===== src/rtl/cpu_clock_controller.sv =====
// cpu_clock_controller
//   Generates a slow, visible processor clock from the 50 MHz board clock.
//   The processor can free-run at one of four rates or be single-stepped
//   with a push-button. Both raw inputs are synchronised and debounced.
//
// Ports
//   clk        in   system clock, all logic on the rising edge
//   rst        in   synchronous active-high reset
//   step_n     in   raw push-button, active-low, asynchronous
//   run_sw     in   raw slide switch (1 = free-run), asynchronous
//   speed_sel  in   free-run rate select, latched at each phase entry
//   cpu_clk    out  registered processor clock
//   cpu_rise   out  one-cycle pulse in the first cycle cpu_clk reads 1
//   running    out  high while free-running (RUN_HI / RUN_LO)
//   edge_count out  cpu_clk rising edges since reset, wraps at 256
//
// State    | meaning
// ---------+-------------------------------------------------------
// HALT     | cpu_clk low, waiting for run switch or a step press
// RUN_HI   | free-run high phase, HALFn cycles
// RUN_LO   | free-run low phase, HALFn cycles, then re-check run_sw
// STEP_HI  | single-step high phase, HALF3 cycles, then HALT

module cpu_clock_controller #(
  parameter int DEBOUNCE_CYCLES = 1000000,
  parameter int HALF0           = 25000000,
  parameter int HALF1           = 2500000,
  parameter int HALF2           = 250000,
  parameter int HALF3           = 25000
) (
  input  logic       clk,
  input  logic       rst,
  input  logic       step_n,
  input  logic       run_sw,
  input  logic [1:0] speed_sel,
  output logic       cpu_clk,
  output logic       cpu_rise,
  output logic       running,
  output logic [7:0] edge_count
);

  localparam int HMAX01 = (HALF0 > HALF1) ? HALF0 : HALF1;
  localparam int HMAX23 = (HALF2 > HALF3) ? HALF2 : HALF3;
  localparam int HMAX   = (HMAX01 > HMAX23) ? HMAX01 : HMAX23;
  localparam int CW     = $clog2(HMAX + 1);
  localparam int DW     = $clog2(DEBOUNCE_CYCLES + 1);

  typedef enum logic [1:0] {
    S_HALT    = 2'd0,
    S_RUN_HI  = 2'd1,
    S_RUN_LO  = 2'd2,
    S_STEP_HI = 2'd3
  } state_t;

  // synchronisers
  logic          r_step_s1, r_step_s2;
  logic          r_run_s1,  r_run_s2;
  // debouncers
  logic          r_step_db, r_step_db_q;
  logic          r_run_db;
  logic [DW-1:0] r_step_cnt, r_run_cnt;
  // FSM
  state_t        r_state;
  logic [CW-1:0] r_phase_cnt;
  logic          r_cpu_clk;
  logic          r_cpu_rise;
  logic          r_running;
  logic [7:0]    r_edge_count;

  logic          w_step_req;

  function automatic logic [CW-1:0] half_m1(input logic [1:0] sel);
    case (sel)
      2'd0:    return CW'(HALF0 - 1);
      2'd1:    return CW'(HALF1 - 1);
      2'd2:    return CW'(HALF2 - 1);
      default: return CW'(HALF3 - 1);
    endcase
  endfunction

  // Synchronisers and debouncers. The debounce counter counts consecutive
  // cycles in which the synchronised level disagrees with the accepted one.
  always_ff @(posedge clk) begin
    if (rst) begin
      r_step_s1   <= 1'b1;
      r_step_s2   <= 1'b1;
      r_run_s1    <= 1'b0;
      r_run_s2    <= 1'b0;
      r_step_db   <= 1'b1;
      r_step_db_q <= 1'b1;
      r_run_db    <= 1'b0;
      r_step_cnt  <= '0;
      r_run_cnt   <= '0;
    end else begin
      r_step_s1   <= step_n;
      r_step_s2   <= r_step_s1;
      r_run_s1    <= run_sw;
      r_run_s2    <= r_run_s1;
      r_step_db_q <= r_step_db;

      if (r_step_s2 != r_step_db) begin
        if (r_step_cnt == DW'(DEBOUNCE_CYCLES - 1)) begin
          r_step_db  <= r_step_s2;
          r_step_cnt <= '0;
        end else begin
          r_step_cnt <= r_step_cnt + DW'(1);
        end
      end else begin
        r_step_cnt <= '0;
      end

      if (r_run_s2 != r_run_db) begin
        if (r_run_cnt == DW'(DEBOUNCE_CYCLES - 1)) begin
          r_run_db  <= r_run_s2;
          r_run_cnt <= '0;
        end else begin
          r_run_cnt <= r_run_cnt + DW'(1);
        end
      end else begin
        r_run_cnt <= '0;
      end
    end
  end

  // Press = accepted level just fell; valid for exactly one cycle.
  assign w_step_req = r_step_db_q & ~r_step_db;

  // Phase counter is loaded with HALFn-1 on phase entry and the phase ends
  // on the edge where it reads 0, giving exactly HALFn cycles per phase.
  always_ff @(posedge clk) begin
    if (rst) begin
      r_state      <= S_HALT;
      r_phase_cnt  <= '0;
      r_cpu_clk    <= 1'b0;
      r_cpu_rise   <= 1'b0;
      r_running    <= 1'b0;
      r_edge_count <= 8'd0;
    end else begin
      r_cpu_rise <= 1'b0;
      case (r_state)
        S_HALT: begin
          // run switch wins over a coincident step press
          if (r_run_db) begin
            r_state      <= S_RUN_HI;
            r_phase_cnt  <= half_m1(speed_sel);
            r_cpu_clk    <= 1'b1;
            r_cpu_rise   <= 1'b1;
            r_running    <= 1'b1;
            r_edge_count <= r_edge_count + 8'd1;
          end else if (w_step_req) begin
            r_state      <= S_STEP_HI;
            r_phase_cnt  <= CW'(HALF3 - 1);
            r_cpu_clk    <= 1'b1;
            r_cpu_rise   <= 1'b1;
            r_edge_count <= r_edge_count + 8'd1;
          end
        end
        S_RUN_HI: begin
          if (r_phase_cnt == '0) begin
            r_state     <= S_RUN_LO;
            r_phase_cnt <= half_m1(speed_sel);
            r_cpu_clk   <= 1'b0;
          end else begin
            r_phase_cnt <= r_phase_cnt - CW'(1);
          end
        end
        S_RUN_LO: begin
          if (r_phase_cnt == '0) begin
            if (r_run_db) begin
              r_state      <= S_RUN_HI;
              r_phase_cnt  <= half_m1(speed_sel);
              r_cpu_clk    <= 1'b1;
              r_cpu_rise   <= 1'b1;
              r_edge_count <= r_edge_count + 8'd1;
            end else begin
              r_state   <= S_HALT;
              r_running <= 1'b0;
            end
          end else begin
            r_phase_cnt <= r_phase_cnt - CW'(1);
          end
        end
        S_STEP_HI: begin
          if (r_phase_cnt == '0) begin
            r_state   <= S_HALT;
            r_cpu_clk <= 1'b0;
          end else begin
            r_phase_cnt <= r_phase_cnt - CW'(1);
          end
        end
        default: begin
          r_state   <= S_HALT;
          r_cpu_clk <= 1'b0;
          r_running <= 1'b0;
        end
      endcase
    end
  end

  assign cpu_clk    = r_cpu_clk;
  assign cpu_rise   = r_cpu_rise;
  assign running    = r_running;
  assign edge_count = r_edge_count;

endmodule


===== config.mk =====
export PLATFORM = sky130hd
export DESIGN_NAME = cpu_clock_controller
export DESIGN_NICKNAME = d
export VERILOG_FILES = /design/src/rtl/cpu_clock_controller.sv
export SDC_FILE = /design/constraint.sdc
export NUM_CORES = 1
export LEC_CHECK = 0
export ABC_AREA = 1
export ABC_CLOCK_PERIOD_IN_PS = 2150
export CORE_UTILIZATION = 36
export DETAILED_ROUTE_END_ITERATION = 10
export HOLD_SLACK_MARGIN = 0.12
export PLACE_DENSITY = 0.64
export SYNTH_ARGS = -nofsm -noshare
export SYNTH_HDL_FRONTEND = slang
export SYNTH_SLANG_ARGS = --single-unit

===== constraint.sdc =====
create_clock -name clk -period 2.15 [get_ports clk]
set_input_delay 0.645 -clock clk [delete_from_list [all_inputs] [get_ports clk]]
set_output_delay 0.645 -clock clk [all_outputs]
set_load 0.01 [all_outputs]

==> impl_results.md <==
* Status: finished, final reports clean
* Leak Pwr at 2.38 nW
* Nets@finish at 817
* Root buffer cell: clkbuf_16
* DR vias/cell at 4.81
* Required @ worst endpoint at 1.50 ns
* WL/cell at 12.2 um
* CTS Hold Bufs at 0
* Post-synthesis sequential area ratio at 0.346
* CP max-delay cell: clkdlybuf4s50_1
* Post-synth EDFFs at 0
* Initial core utilization at 0.370
* CP Capture Type: output port
* Die area at 14100 um2
* Area Overhead vs Synth at 17.1%
* Tmin final at 2.02 ns
* Largest net degree at the start of global routing at 32
* Via Count at 4699
* CP Buf/Inv Count at 1
* Syn Nets at 775
* Final ANT Viol Nets at 0
* Initial DRC count at 270
* Final setup TNS at 0 ns
* Initial antenna violation count at 0
* Die Height at 119 um
* Final Hold Fails at 0
* Routed wire length at 11900 um
* GPL Wtd Cong at 0.940
* Mean post-synth cell area at 6.53 um2
* First-pass GRT wire length at 20200 um
* Most common cell after layout, fill and taps aside: nand2_1
* Post-Synthesis Cells at 754
* Main synth FF type: dfxtp_1
* Placed Cells at 961
* Placed cell area at 5440 um2
* Period Utilization, post-route at 0.937
* Number of H-tree levels at 3
* Most frequent cells in the layout: nand2_1, inv_1, nor2_1
* Clock Pin Slew Worst Setup and Hold Paths at 0.07 ns
* Grt ovf at 0
* Finished Layout Cells at 977
* Worst Tran Pin Value at 0.481 ns
* CTS Buffer Depth at 2
* Slew margin rel. at 0.677
* Row cnt at 42
* Min-delay worst type: flop to flop
* Final setup skew at 0.00673 ns
* Vias in the first global route at 4237
* Remaining DRCs at 0
* Clk Latency, worst-skew pair at 0.35 ns
* Power Density at 1350 nW/um2
* Crit path cell chain: clkdlybuf4s50_1
* GRT Util Overall at 0.179
* I/O pin count at 17
* Finished Core Util at 0.433
* Num Clock Sinks at 85
* Max cap viols at 0
* DR pass1 iterations at 5
* Launching element type of the critical path: flop
* Fill count at 1382
* IO buf count at 16
* Asr flop ratio synth at 0
* DPL Wire Length at 8820 um
* Share of layout cells above drive strength 1 at 0.0999
* Max incr delay on CP at 0.58 ns
* Design area at 5760 um2
* Ant. Diodes at 0
* Final setup fails at 0
* Unrepaired setup endpoints after global routing: no
* Die width at 119 um
* VDD IR max at 0.744 mV
* Fmax at 496 MHz
* Pins over their slew limit at 0
* CTS tree: yes
* Total CTS buffers at 9
* Crit Path Category: flop to output port
* Count of cell types in the netlist at 41
* WP data arrival at 1.37 ns
* Worst Path Max Fanout at 6
* Syn Std Cell Area at 4920 um2
* Hold WS at 0.405 ns
* Yosys reg bits at 85
* Synth warnings at 0
* Crit path max-delay family: buffers and inverters
* Core Region at 13300 um2
Yosys cell counts, types with 3 or more instances:
master    count  share of area
nor2_4        3         0.0069
nand2_2       4         0.0051
buf_2         3         0.0031
dfxtp_1      85           0.35
xnor2_1       4         0.0071
a21oi_1      60          0.061
xor2_1       15          0.027
and3_1        3         0.0038
inv_1       105          0.080
nand3_1      48          0.049
o21ai_0      38          0.039
nor4_1        5         0.0064
nor3_1       28          0.028
nor2_1      106          0.081
inv_2         6         0.0046
nor3b_1       4         0.0061
ha_1         15          0.038
clkbuf_1      6         0.0046
or2_2         4         0.0051
nand2_1     164           0.13
nand4_1      14          0.018
o21ai_1       7         0.0071
nor2_2        5         0.0064
per-stage QoR:
stage	power, mW	setup WS [ns]
floorplan	4.90	0.456
global placement	6.07	0.0330
detailed placement	6.05	0.0159
CTS	7.72	0.0740
global route	8.40	0.00306
finish	7.76	0.135
final timing paths:
kind,start,end,slack (ns),cells past startpoint
hold / removal,r_run_s1,r_run_s2,0.40,2
setup / recovery,edge_count[3],edge_count[3],0.13,1
hold reg to reg,r_run_s1,r_run_s2,0.40,2
setup reg to reg,r_phase_cnt[0],r_phase_cnt[7],0.21,12
repair_timing:
item,in CTS,in global routing
resized for setup,0,7
endpoints found under the setup margin,0,19
buffers inserted,0,0
routing by layer:
| metal | track usage | wire (um) |
|---|---|---|
| met2 | 0.273 | 5070 |
| met3 | 0.0436 | 587 |
| met4 | 0.0783 | 346 |
| met1 | 0.240 | 5940 |
| met5 | 0 | 0 |
area by class of cell:
type	count	area [um2]	area share
inverter	111	419	0.0728
tap	176	220	0.0382
clock buffer	9	225	0.0391
sequential	85	1700	0.295
clock inverter	7	80.1	0.0139
timing repair buffer	44	370	0.0643
multi-input combinational	545	2740	0.476
sequential cells by signal, summed over array words and instances (netlist names):
signal and cells:
cpu_rise 1, edge_count 8, cpu_clk 1, r_run_s2 1, r_step_cnt 20, r_run_db 1, r_phase_cnt 25, running 1
r_state 2, r_step_s2 1, r_step_db_q 1, r_run_s1 1, r_run_cnt 20, r_step_db 1, r_step_s1 1
report_power, final:
part | internal [mW] | switching (mW)
registers | 1.83 | 0.258
clock network | 0.919 | 0.707
logic | 1.37 | 2.68
logic make-up (layout without fill, tap and decap cells):
family / count (synthesis) / after routing / synth area share
AOI/OAI and AO/OA: 110 / 110 / 0.114
and+or+nand+nor: 401 / 401 / 0.369
adders and majority gates: 15 / 15 / 0.0381
xor gates and xnor gates: 19 / 19 / 0.0338
DFF: 85 / 85 / 0.346
buffers and inverters: 124 / 171 / 0.0992
worst reg2reg max path, cell delays in order, from the launching register on:
cell	delay (ns)
dfxtp_1	0.32
inv_1	0.07
ha_1	0.19
nand2_1	0.10
nor2_2	0.14
nand2_2	0.13
nor2_2	0.14
nand2_1	0.10
nor2_2	0.18
nand2_1	0.13
nand2_2	0.14
a21oi_1	0.11
a21oi_1	0.12
Note: power is estimated with default switching activity, not from simulation.
